$ cat src/rtl/mux3_rr_arbiter_pkg.sv
// Shared encodings for the 3:1 select bus and the arbiter state type.
package mux3_rr_arbiter_pkg;

    localparam logic [1:0] SEL_REQ0 = 2'b00;
    localparam logic [1:0] SEL_REQ1 = 2'b01;
    localparam logic [1:0] SEL_REQ2 = 2'b10;
    localparam logic [1:0] SEL_IDLE = 2'b11;

    typedef enum logic {
        IDLE  = 1'b0,
        GRANT = 1'b1
    } state_e;

    // A zero vector maps to SEL_IDLE so the shared mux outputs zero.
    function automatic logic [1:0] onehot_to_sel(input logic [2:0] oh);
        logic [1:0] s;
        s = SEL_IDLE;
        if (oh[0]) s = SEL_REQ0;
        else if (oh[1]) s = SEL_REQ1;
        else if (oh[2]) s = SEL_REQ2;
        return s;
    endfunction

endpackage

$ cat src/rtl/mux3_rr_arbiter_rr_pick3.sv
// Combinational round-robin pick: searches last+1, last+2, last+3 (mod 3).
module rr_pick3
    import mux3_rr_arbiter_pkg::*;
(
    input  logic [2:0] cand_i,
    input  logic [1:0] last_i,
    output logic [2:0] win_o,
    output logic       valid_o
);

    int idx;

    always_comb begin
        win_o = 3'b000;
        idx   = 0;
        for (int i = 1; i <= 3; i++) begin
            idx = (int'(last_i) + i) % 3;
            if ((win_o == 3'b000) && cand_i[idx]) begin
                win_o[idx] = 1'b1;
            end
        end
    end

    assign valid_o = |cand_i;

endmodule

$ cat src/rtl/mux3_rr_arbiter.sv
// Round-robin owner of the 3:1 datapath select bus with an optional hold limit.
module mux3_rr_arbiter
    import mux3_rr_arbiter_pkg::*;
#(
    parameter int MAX_HOLD = 8
) (
    input  logic       clk,
    input  logic       rst_n,
    input  logic [2:0] req,
    output logic [2:0] gnt,
    output logic [1:0] sel,
    output logic       busy,
    output logic       preempt
);

    localparam int CNT_W = (MAX_HOLD < 1) ? 1 : $clog2(MAX_HOLD + 1);
    localparam logic [CNT_W-1:0] HOLD_MAX = (MAX_HOLD == 0) ? '0 : CNT_W'(MAX_HOLD - 1);

    state_e           state_q;
    logic [2:0]       gnt_q;
    logic [1:0]       sel_q;
    logic             busy_q;
    logic             preempt_q;
    logic [1:0]       last_owner_q;
    logic [CNT_W-1:0] hold_cnt_q;

    logic       owner_req;
    logic       others_pending;
    logic       limit_hit;
    logic [2:0] cand;
    logic [2:0] win;
    logic       win_valid;

    assign owner_req      = |(req & gnt_q);
    assign others_pending = |(req & ~gnt_q);
    assign limit_hit      = (MAX_HOLD != 0) && (state_q == GRANT) && (hold_cnt_q == HOLD_MAX);

    // Masking the owner is harmless on release (its bit is already low),
    // so one picker serves both the release and the preempt handover.
    assign cand = limit_hit ? (req & ~gnt_q) : req;

    rr_pick3 u_pick (
        .cand_i  (cand),
        .last_i  (last_owner_q),
        .win_o   (win),
        .valid_o (win_valid)
    );

    always_ff @(posedge clk or negedge rst_n) begin
        if (!rst_n) begin
            state_q      <= IDLE;
            gnt_q        <= 3'b000;
            sel_q        <= SEL_IDLE;
            busy_q       <= 1'b0;
            preempt_q    <= 1'b0;
            last_owner_q <= SEL_REQ2;
            hold_cnt_q   <= '0;
        end else begin
            preempt_q <= 1'b0;
            case (state_q)
                IDLE: begin
                    if (win_valid) begin
                        state_q      <= GRANT;
                        gnt_q        <= win;
                        sel_q        <= onehot_to_sel(win);
                        busy_q       <= 1'b1;
                        last_owner_q <= onehot_to_sel(win);
                        hold_cnt_q   <= '0;
                    end
                end
                GRANT: begin
                    if (!owner_req || (limit_hit && others_pending)) begin
                        if (win_valid) begin
                            gnt_q        <= win;
                            sel_q        <= onehot_to_sel(win);
                            last_owner_q <= onehot_to_sel(win);
                            hold_cnt_q   <= '0;
                            preempt_q    <= owner_req;
                        end else begin
                            state_q    <= IDLE;
                            gnt_q      <= 3'b000;
                            sel_q      <= SEL_IDLE;
                            busy_q     <= 1'b0;
                            hold_cnt_q <= '0;
                        end
                    end else if (hold_cnt_q != HOLD_MAX) begin
                        hold_cnt_q <= hold_cnt_q + CNT_W'(1);
                    end
                end
                default: begin
                    state_q <= IDLE;
                    gnt_q   <= 3'b000;
                    sel_q   <= SEL_IDLE;
                    busy_q  <= 1'b0;
                end
            endcase
        end
    end

    assign gnt     = gnt_q;
    assign sel     = sel_q;
    assign busy    = busy_q;
    assign preempt = preempt_q;

endmodule

$ cat config.mk
export PLATFORM = sky130hd
export DESIGN_NAME = mux3_rr_arbiter
export DESIGN_NICKNAME = d
export VERILOG_FILES = /design/src/rtl/mux3_rr_arbiter_pkg.sv /design/src/rtl/mux3_rr_arbiter_rr_pick3.sv /design/src/rtl/mux3_rr_arbiter.sv
export SDC_FILE = /design/constraint.sdc
export NUM_CORES = 1
export LEC_CHECK = 0
export BUFFER_PORTS_ARGS = -buffer_cell sky130_fd_sc_hd__buf_4
export CAP_MARGIN = 15
export CORE_AREA = 2 2 44 67
export DETAILED_ROUTE_END_ITERATION = 7
export DIE_AREA = 0 0 46 69
export GPL_ROUTABILITY_DRIVEN = 1
export PLACE_DENSITY = 0.78
export SYNTH_ARGS = -nofsm -noshare
export SYNTH_HDL_FRONTEND = slang
export SYNTH_SLANG_ARGS = --single-unit
$ cat constraint.sdc
create_clock -name clk -period 2.7 [get_ports clk]
set_input_delay 0.135 -clock clk [delete_from_list [all_inputs] [get_ports clk]]
set_output_delay 0.135 -clock clk [all_outputs]
set_load 0.05 [all_outputs]
==> results.tsv, run 1 <==
stage	metric	value	unit
floorplan	core_area	2590	sq um
floorplan	pin_count	12	
timing	period_needed	2.535	ns
floorplan	dieArea	3174	sq um
yosys	synthDistinctLibCells	53	
finish	diodes	0	
power	combPwrFrac	65.8	%
clock_tree	htree_levels	1	
yosys	synthArstFlopShare	100.0	%
timing	fin_crit_sh	93.88	%
placed_design	hpwlAfterDp	2468	um
timing	finalHoldViolCount	0	
power	intPower	878.5	uW
floorplan	die_w	46	um
worst_setup_path	arrival	2.68	ns
grt	use_met2	34.10	%
yosys	netlist_area	1244	sq um
yosys	synth.avg_cell_area	9.012	sq um
timing	rsz0062_at_grt	false	
worst_setup_path	path_max_fanout	9	
drt	drt_pass1_iterations	4	
timing	drv_slew	0	
drt	drt-vias-per-instance	6.511	
drt	vias	1159	
drt	wl	3074	um
clock_tree	clk_pin_slew	0.05	ns
yosys	synthCells	138	
power	p_sw	871.4	uW
placed_design	place_congestion	0.9723	
grt	grt_max_degree	15	
worst_setup_path	end_kind	flip-flop	
clock_tree	cts-root-buf	clkbuf_8	
yosys	synth_edf_count	0	
finish	nets	165	
yosys	ys_ff_latch	14	
floorplan	initial_core_util	48.02	%
finish	drive_gt1_share	24.18	%
grt	met1_usage	25.46	%
clock_tree	clk_path_buf_depth	2	
clock_tree	clock_sinks	14	
floorplan	die_h	69	um
timing	fin_tns_setup	0	ns
clock_tree	clk_latency	0.25	ns
run_status	outcome	finished clean	
drt	drt_iter0_markers	30	
power	p_seq_share	22.7	%
floorplan	num_rows	23	
yosys	synthFlopType	dfrtp_1	
grt	grt_use_met3	1.047	%
grt	grt_pass1_wl	5133	um
yosys	synth.yosys.seq_area_share	28.47	%
job	max_cap_viol_count	0	
clock_tree	cts_tree	done	
drt	drc	0	
drt	postRouteAntennaNets	0	
worst_setup_path	start_kind	flip-flop	
placed_design	placed_cell_area	1355	sq um
hold_path	hp-class	in2async	
yosys	yosysWarningCount	0	
finish	area_growth_syn_to_layout	15.69	%
worst_setup_path	critPathKind	reg2reg	
timing	max_freq	394.5	MHz
grt	grt_pass1_vias	1192	
grt	grt.busiest_layer	met2	
grt	antenna_found_initial	0	
power	clockPowerShare	11.4	%
finish	fin_area	1439	sq um
power	leakagePower	0.0006419	uW
power	powerDensity	1216	nW/um^2
power	ir_worst_vdd	619.1	uV
yosys	syn-num-nets	149	
clock_tree	postCtsSetupBuffers	0	
timing	slew_headroom	62.13	%
timing	tightest_slew	0.5621	ns
power	netSwitchingFraction	49.80	%
finish	final_util	55.56	%
clock_tree	cts_buffers	3	
worst_setup_path	cp.required	2.85	ns
grt	track_usage	21.59	%
timing	clock_skew	0.001403	ns
timing	setup_viol	0	
drt	wire_per_inst	17.27	um
placed_design	numPortBuffers	11	
grt	grt_overflow	0	
-- worst paths after layout --
kind	startpoint	endpoint	slack [ns]	cells past startpoint
max in group asynchronous	rst_n	sel[0]$_DFFE_PN1P_	2.19	2
hold reg to reg	sel[1]$_DFFE_PN1P_	sel[1]$_DFFE_PN1P_	0.48	2
min in group clk	req[2]	preempt$_DFF_PN0_	0.42	5
setup reg to reg	hold_cnt_q[0]$_DFFE_PN0P_	gnt[2]$_DFFE_PN0P_	0.17	10
setup / recovery	hold_cnt_q[0]$_DFFE_PN0P_	gnt[2]$_DFFE_PN0P_	0.17	10
hold / removal	rst_n	busy$_DFFE_PN0P_	0.27	2
-- power by group through the flow --
stage	clock [uW]	combinational (uW)	sequential [uW]
floorplan	0	741	509
global placement	0	1120	393
finish	200	1150	398
global route	217	1250	408
CTS	209	1150	396
detailed placement	0	1140	399
-- through the flow --
| stage | instances | power, uW | setup slack (ns) | hold slack, ns |
|---|---|---|---|---|
| after global routing | 178 | 1874 | 0.01286 | 0.2936 |
| after CTS | 178 | 1752 | 0.07816 | 0.2691 |
| final | 178 | 1750 | 0.1652 | 0.2703 |
| after floorplan | 138 | 1250 | 0.3866 | -0.1606 |
| after global placement | 173 | 1516 | 0.2402 | -0.01185 |
| after detailed placement | 173 | 1539 | 0.1141 | -0.009667 |
-- worst max-delay path, cell delays in order, from the launching register on --
cell     delay [ns]
dfrtp_1        0.40
ha_1           0.26
and4b_1        0.20
buf_4          0.19
a21oi_4        0.24
nor3_4         0.07
ha_1           0.23
inv_1          0.12
o21ai_1        0.13
a21o_2         0.27
o41ai_2        0.32
-- repair_timing --
item	CTS	global route
hold endpoints to repair	14	0
resized for setup	0	3
setup endpoints to repair	0	4
hold buffers	1	0
-- Yosys cell counts (2+ instances only) --
library cell	count	area, sq um
nand2b_1	5	31.28
o211ai_1	2	15.01
a21oi_2	2	17.52
o41a_1	2	22.52
nand4b_1	3	26.28
nand2_1	11	41.29
nand3_1	3	15.01
o21ai_0	7	35.03
nor2_1	10	37.54
a211oi_1	3	22.52
nand3b_1	2	15.01
nor3_1	3	15.01
inv_1	14	52.55
buf_2	2	10.01
ha_1	6	75.07
a21oi_1	8	40.04
o21ai_1	3	15.01
o31ai_1	5	37.54
dfstp_2	3	78.83
dfrtp_1	11	275.3
-- registers in the layout, summed over array words and instances, names as in the netlist --
name / flops
busy: 1
sel: 2
gnt: 3
hold_cnt_q: 4
state_q: 1
preempt: 1
last_owner_q: 2
-- cell usage in the layout (no fill, tap or decap), types with 2 or more instances in the layout --
cell type,n
a21oi_1,8
a211oi_1,3
nand2_1,11
clkbuf_8,4
nand2b_1,5
o31ai_1,5
nand4b_1,3
a21oi_4,2
o41a_1,2
dfrtp_1,11
nor3_1,2
o211ai_1,2
o21ai_1,3
ha_1,6
nor2_1,10
dfstp_2,3
inv_1,14
nand3b_1,2
o21ai_0,7
buf_4,14
nand3_1,3
-- cell families after synthesis --
| family | after synthesis | synth area share, % |
|---|---|---|
| DFF | 14 | 28.47 |
| muxes | 3 | 2.817 |
| buffers and inverters | 18 | 6.237 |
| AOI/OAI and AO/OA | 53 | 37.93 |
| and+or+nand+nor | 44 | 18.51 |
| adders and majority gates | 6 | 6.036 |
-- layout make-up --
class                           count  area (sq um)
Fill cell                         242          1151
Multi-Input combinational cell    106         830.8
Sequential cell                    14         354.1
Timing Repair Buffer               15         115.1
Clock buffer                        4         55.05
Inverter                           14         52.55
Tap cell                           25         31.28
-- metal layers --
layer	vias up	wire length, um
li1	550	-
met1	555	1167
met2	37	1623
met3	17	81
met4	0	201
met5	-	0
Note: power is estimated with default switching activity, not from simulation.
==> run 2, diff against run 1 <==
--- a/config.mk
+++ b/config.mk
@@ -12,6 +12,8 @@
 export DIE_AREA = 0 0 46 69
 export GPL_ROUTABILITY_DRIVEN = 1
 export PLACE_DENSITY = 0.78
+export RECOVER_POWER = 50
+export REMOVE_ABC_BUFFERS = 1
 export SYNTH_ARGS = -nofsm -noshare
 export SYNTH_HDL_FRONTEND = slang
 export SYNTH_SLANG_ARGS = --single-unit
==> results.tsv, run 2 (same netlist as run 1, synthesis figures left out) <==
stage	metric	value	unit	change
run_status	outcome	finished clean		
drt	drc	0		unchanged
timing	finalHoldViolCount	0		unchanged
grt	grt_pass1_wl	5333	um	+3.9%
worst_setup_path	cp.required	2.84	ns	about the same
clock_tree	clk_latency	0.24	ns	about the same
floorplan	initial_core_util	48.02	%	unchanged
clock_tree	cts_tree	done		
finish	fill_cells	234		-3.3%
power	leakagePower	0.0006171	uW	-3.9%
timing	period_needed	2.518	ns	-0.01640 ns
floorplan	core_area	2590	sq um	unchanged
finish	layout_common_cells	inv_1, nand2_1, dfrtp_1, nor2_1, buf_4		
floorplan	die_w	46	um	unchanged
worst_setup_path	end_kind	flip-flop		
floorplan	die_h	69	um	unchanged
drt	drt_pass1_iterations	4		unchanged
timing	clock_skew	0.003362	ns	+0.001959 ns
power	powerDensity	1225	nW/um^2	+0.70%
placed_design	dpl_worst_slack	-0.1086	ns	-0.2227 ns
worst_setup_path	arrival	2.66	ns	-0.02 ns
timing	slew_headroom	50.56	%	-12 points
finish	fin_area	1413	sq um	-1.8%
placed_design	placed_cell_area	1348	sq um	-0.55%
worst_setup_path	path_max_fanout	6		-3
drt	drt_iter0_markers	30		unchanged
clock_tree	cts-root-buf	clkbuf_8		
drt	drt-vias-per-instance	6.605		+1.4%
worst_setup_path	r2r_end	gnt[2]$_DFFE_PN0P_		
finish	drive_gt1_share	21.71	%	-2.5 points
timing	rsz0062_at_grt	false		
worst_setup_path	reg2regPathDepth	9		-1
grt	antenna_found_initial	0		unchanged
drt	postRouteAntennaNets	0		unchanged
timing	tightest_slew	0.7416	ns	+0.1795 ns
finish	nets	164		-0.61%
finish	regMostFlops	hold_cnt_q		
grt	grt_pass1_vias	1189		-0.25%
clock_tree	clock_sinks	14		unchanged
placed_design	numPortBuffers	11		unchanged
floorplan	dieArea	3174	sq um	unchanged
job	max_cap_viol_count	0		unchanged
drt	vias	1169		+0.86%
power	ir_worst_vdd	585.8	uV	-5.4%
drt	wl	3188	um	+3.7%
timing	whs	0.4173	ns	+0.1469 ns
grt	track_usage	22.41	%	+0.81 points
finish	area_growth_syn_to_layout	13.58	%	
clock_tree	cts_buffers	3		unchanged
finish	largest_reg_flops	4		unchanged
grt	grt_overflow	0		unchanged
drt	wire_per_inst	18.01	um	+4.3%
finish	diodes	0		unchanged
worst_setup_path	critPathKind	reg2reg		
finish	final_util	54.54	%	-1.0 points
timing	max_freq	397.1	MHz	+0.65%
worst_setup_path	crit_path_start	hold_cnt_q[0]$_DFFE_PN0P_		
timing	fin_tns_setup	0	ns	unchanged
finish	multi_input_comb_area	827.0	sq um	-0.45%
timing	drv_slew	0		unchanged
timing	setup_slack	0.1816	ns	+0.01640 ns
clock_tree	clk_pin_slew	0.06	ns	about the same
clock_tree	htree_levels	1		unchanged
finish	regArea	354.1	sq um	unchanged
grt	grt_max_degree	15		unchanged
worst_setup_path	endpoint	gnt[2]$_DFFE_PN0P_		
worst_setup_path	r2r_start	hold_cnt_q[0]$_DFFE_PN0P_		
worst_setup_path	start_kind	flip-flop		
clock_tree	clk_path_buf_depth	2		unchanged
timing	fin_crit_sh	93.27	%	-0.61 points
placed_design	place_congestion	0.9672		-0.52%
clock_tree	postCtsSetupBuffers	0		unchanged
worst_setup_path	r2r_slack	0.18	ns	+0.02 ns
timing	setup_viol	0		unchanged
hold_path	hp-class	in2reg		
floorplan	num_rows	23		unchanged
floorplan	pin_count	12		unchanged
finish	layout_commonest_cell	inv_1		
placed_design	hpwlAfterDp	2551	um	+3.4%
## run 2: cell count changes in the layout (fill, tap and decap cells not counted)
cell	previous run	this run
a21oi_2	1	2
a21oi_4	2	1
and4b_1	1	0
and4b_4	0	1
buf_4	14	9
clkbuf_1	0	4
## run 2: cell type report
type | count | share of cell area, %
sequential | 14 | 25.07
inverter | 14 | 3.720
clock buffer | 4 | 3.897
tap | 25 | 2.214
multi-input combinational | 106 | 58.55
timing repair buffer | 14 | 6.554
## run 2: worst min-delay path by stage
| stage | start | slack, ns | end | depth (start not counted) |
|---|---|---|---|---|
| finish | req[2] | 0.42 | preempt$_DFF_PN0_ | 5 |
| floorplan | rst_n | -0.16 | busy$_DFFE_PN0P_ | 0 |
| detailed placement | rst_n | -0.01 | hold_cnt_q[2]$_DFFE_PN0P_ | 1 |
| CTS | rst_n | 0.27 | hold_cnt_q[2]$_DFFE_PN0P_ | 2 |
| global route | req[0] | 0.49 | state_q$_DFF_PN0_ | 4 |
| global placement | rst_n | -0.01 | hold_cnt_q[2]$_DFFE_PN0P_ | 1 |
## run 2: report_power, final
part	switching [uW]	internal, uW
combinational	708	426
sequential	94.6	303
clock	69.8	129
total	872	858
## run 2: stage by stage
step	cells	total power, uW
final	177	1730
after global routing	177	1853
after CTS	177	1739
after detailed placement	172	1531
after global placement	172	1502
after floorplan	134	1243
## run 2: worst max-delay path, stage by stage, from the launching register on
cell and delay, ns:
dfrtp_1 0.41, ha_1 0.27, and4b_4 0.27, a21oi_2 0.26, nor3_4 0.09, ha_1 0.24
inv_1 0.13, o21ai_1 0.14, a21o_2 0.27, o41ai_2 0.33
## run 2: what timing repair did
action	4_1_cts	5_1_grt
gates resized for setup	2	2
hold buffers	1	0
endpoints found under the hold margin	14	0
endpoints found under the setup margin	4	4
## run 2: per-layer routing
layer	vias to the layer above	GRT usage, %	share of wire, %
li1	549	-	-
met1	559	26.33	40
met2	42	36.27	51
met3	19	1.832	2.8
met4	0	14.92	5.8
met5	-	0	0
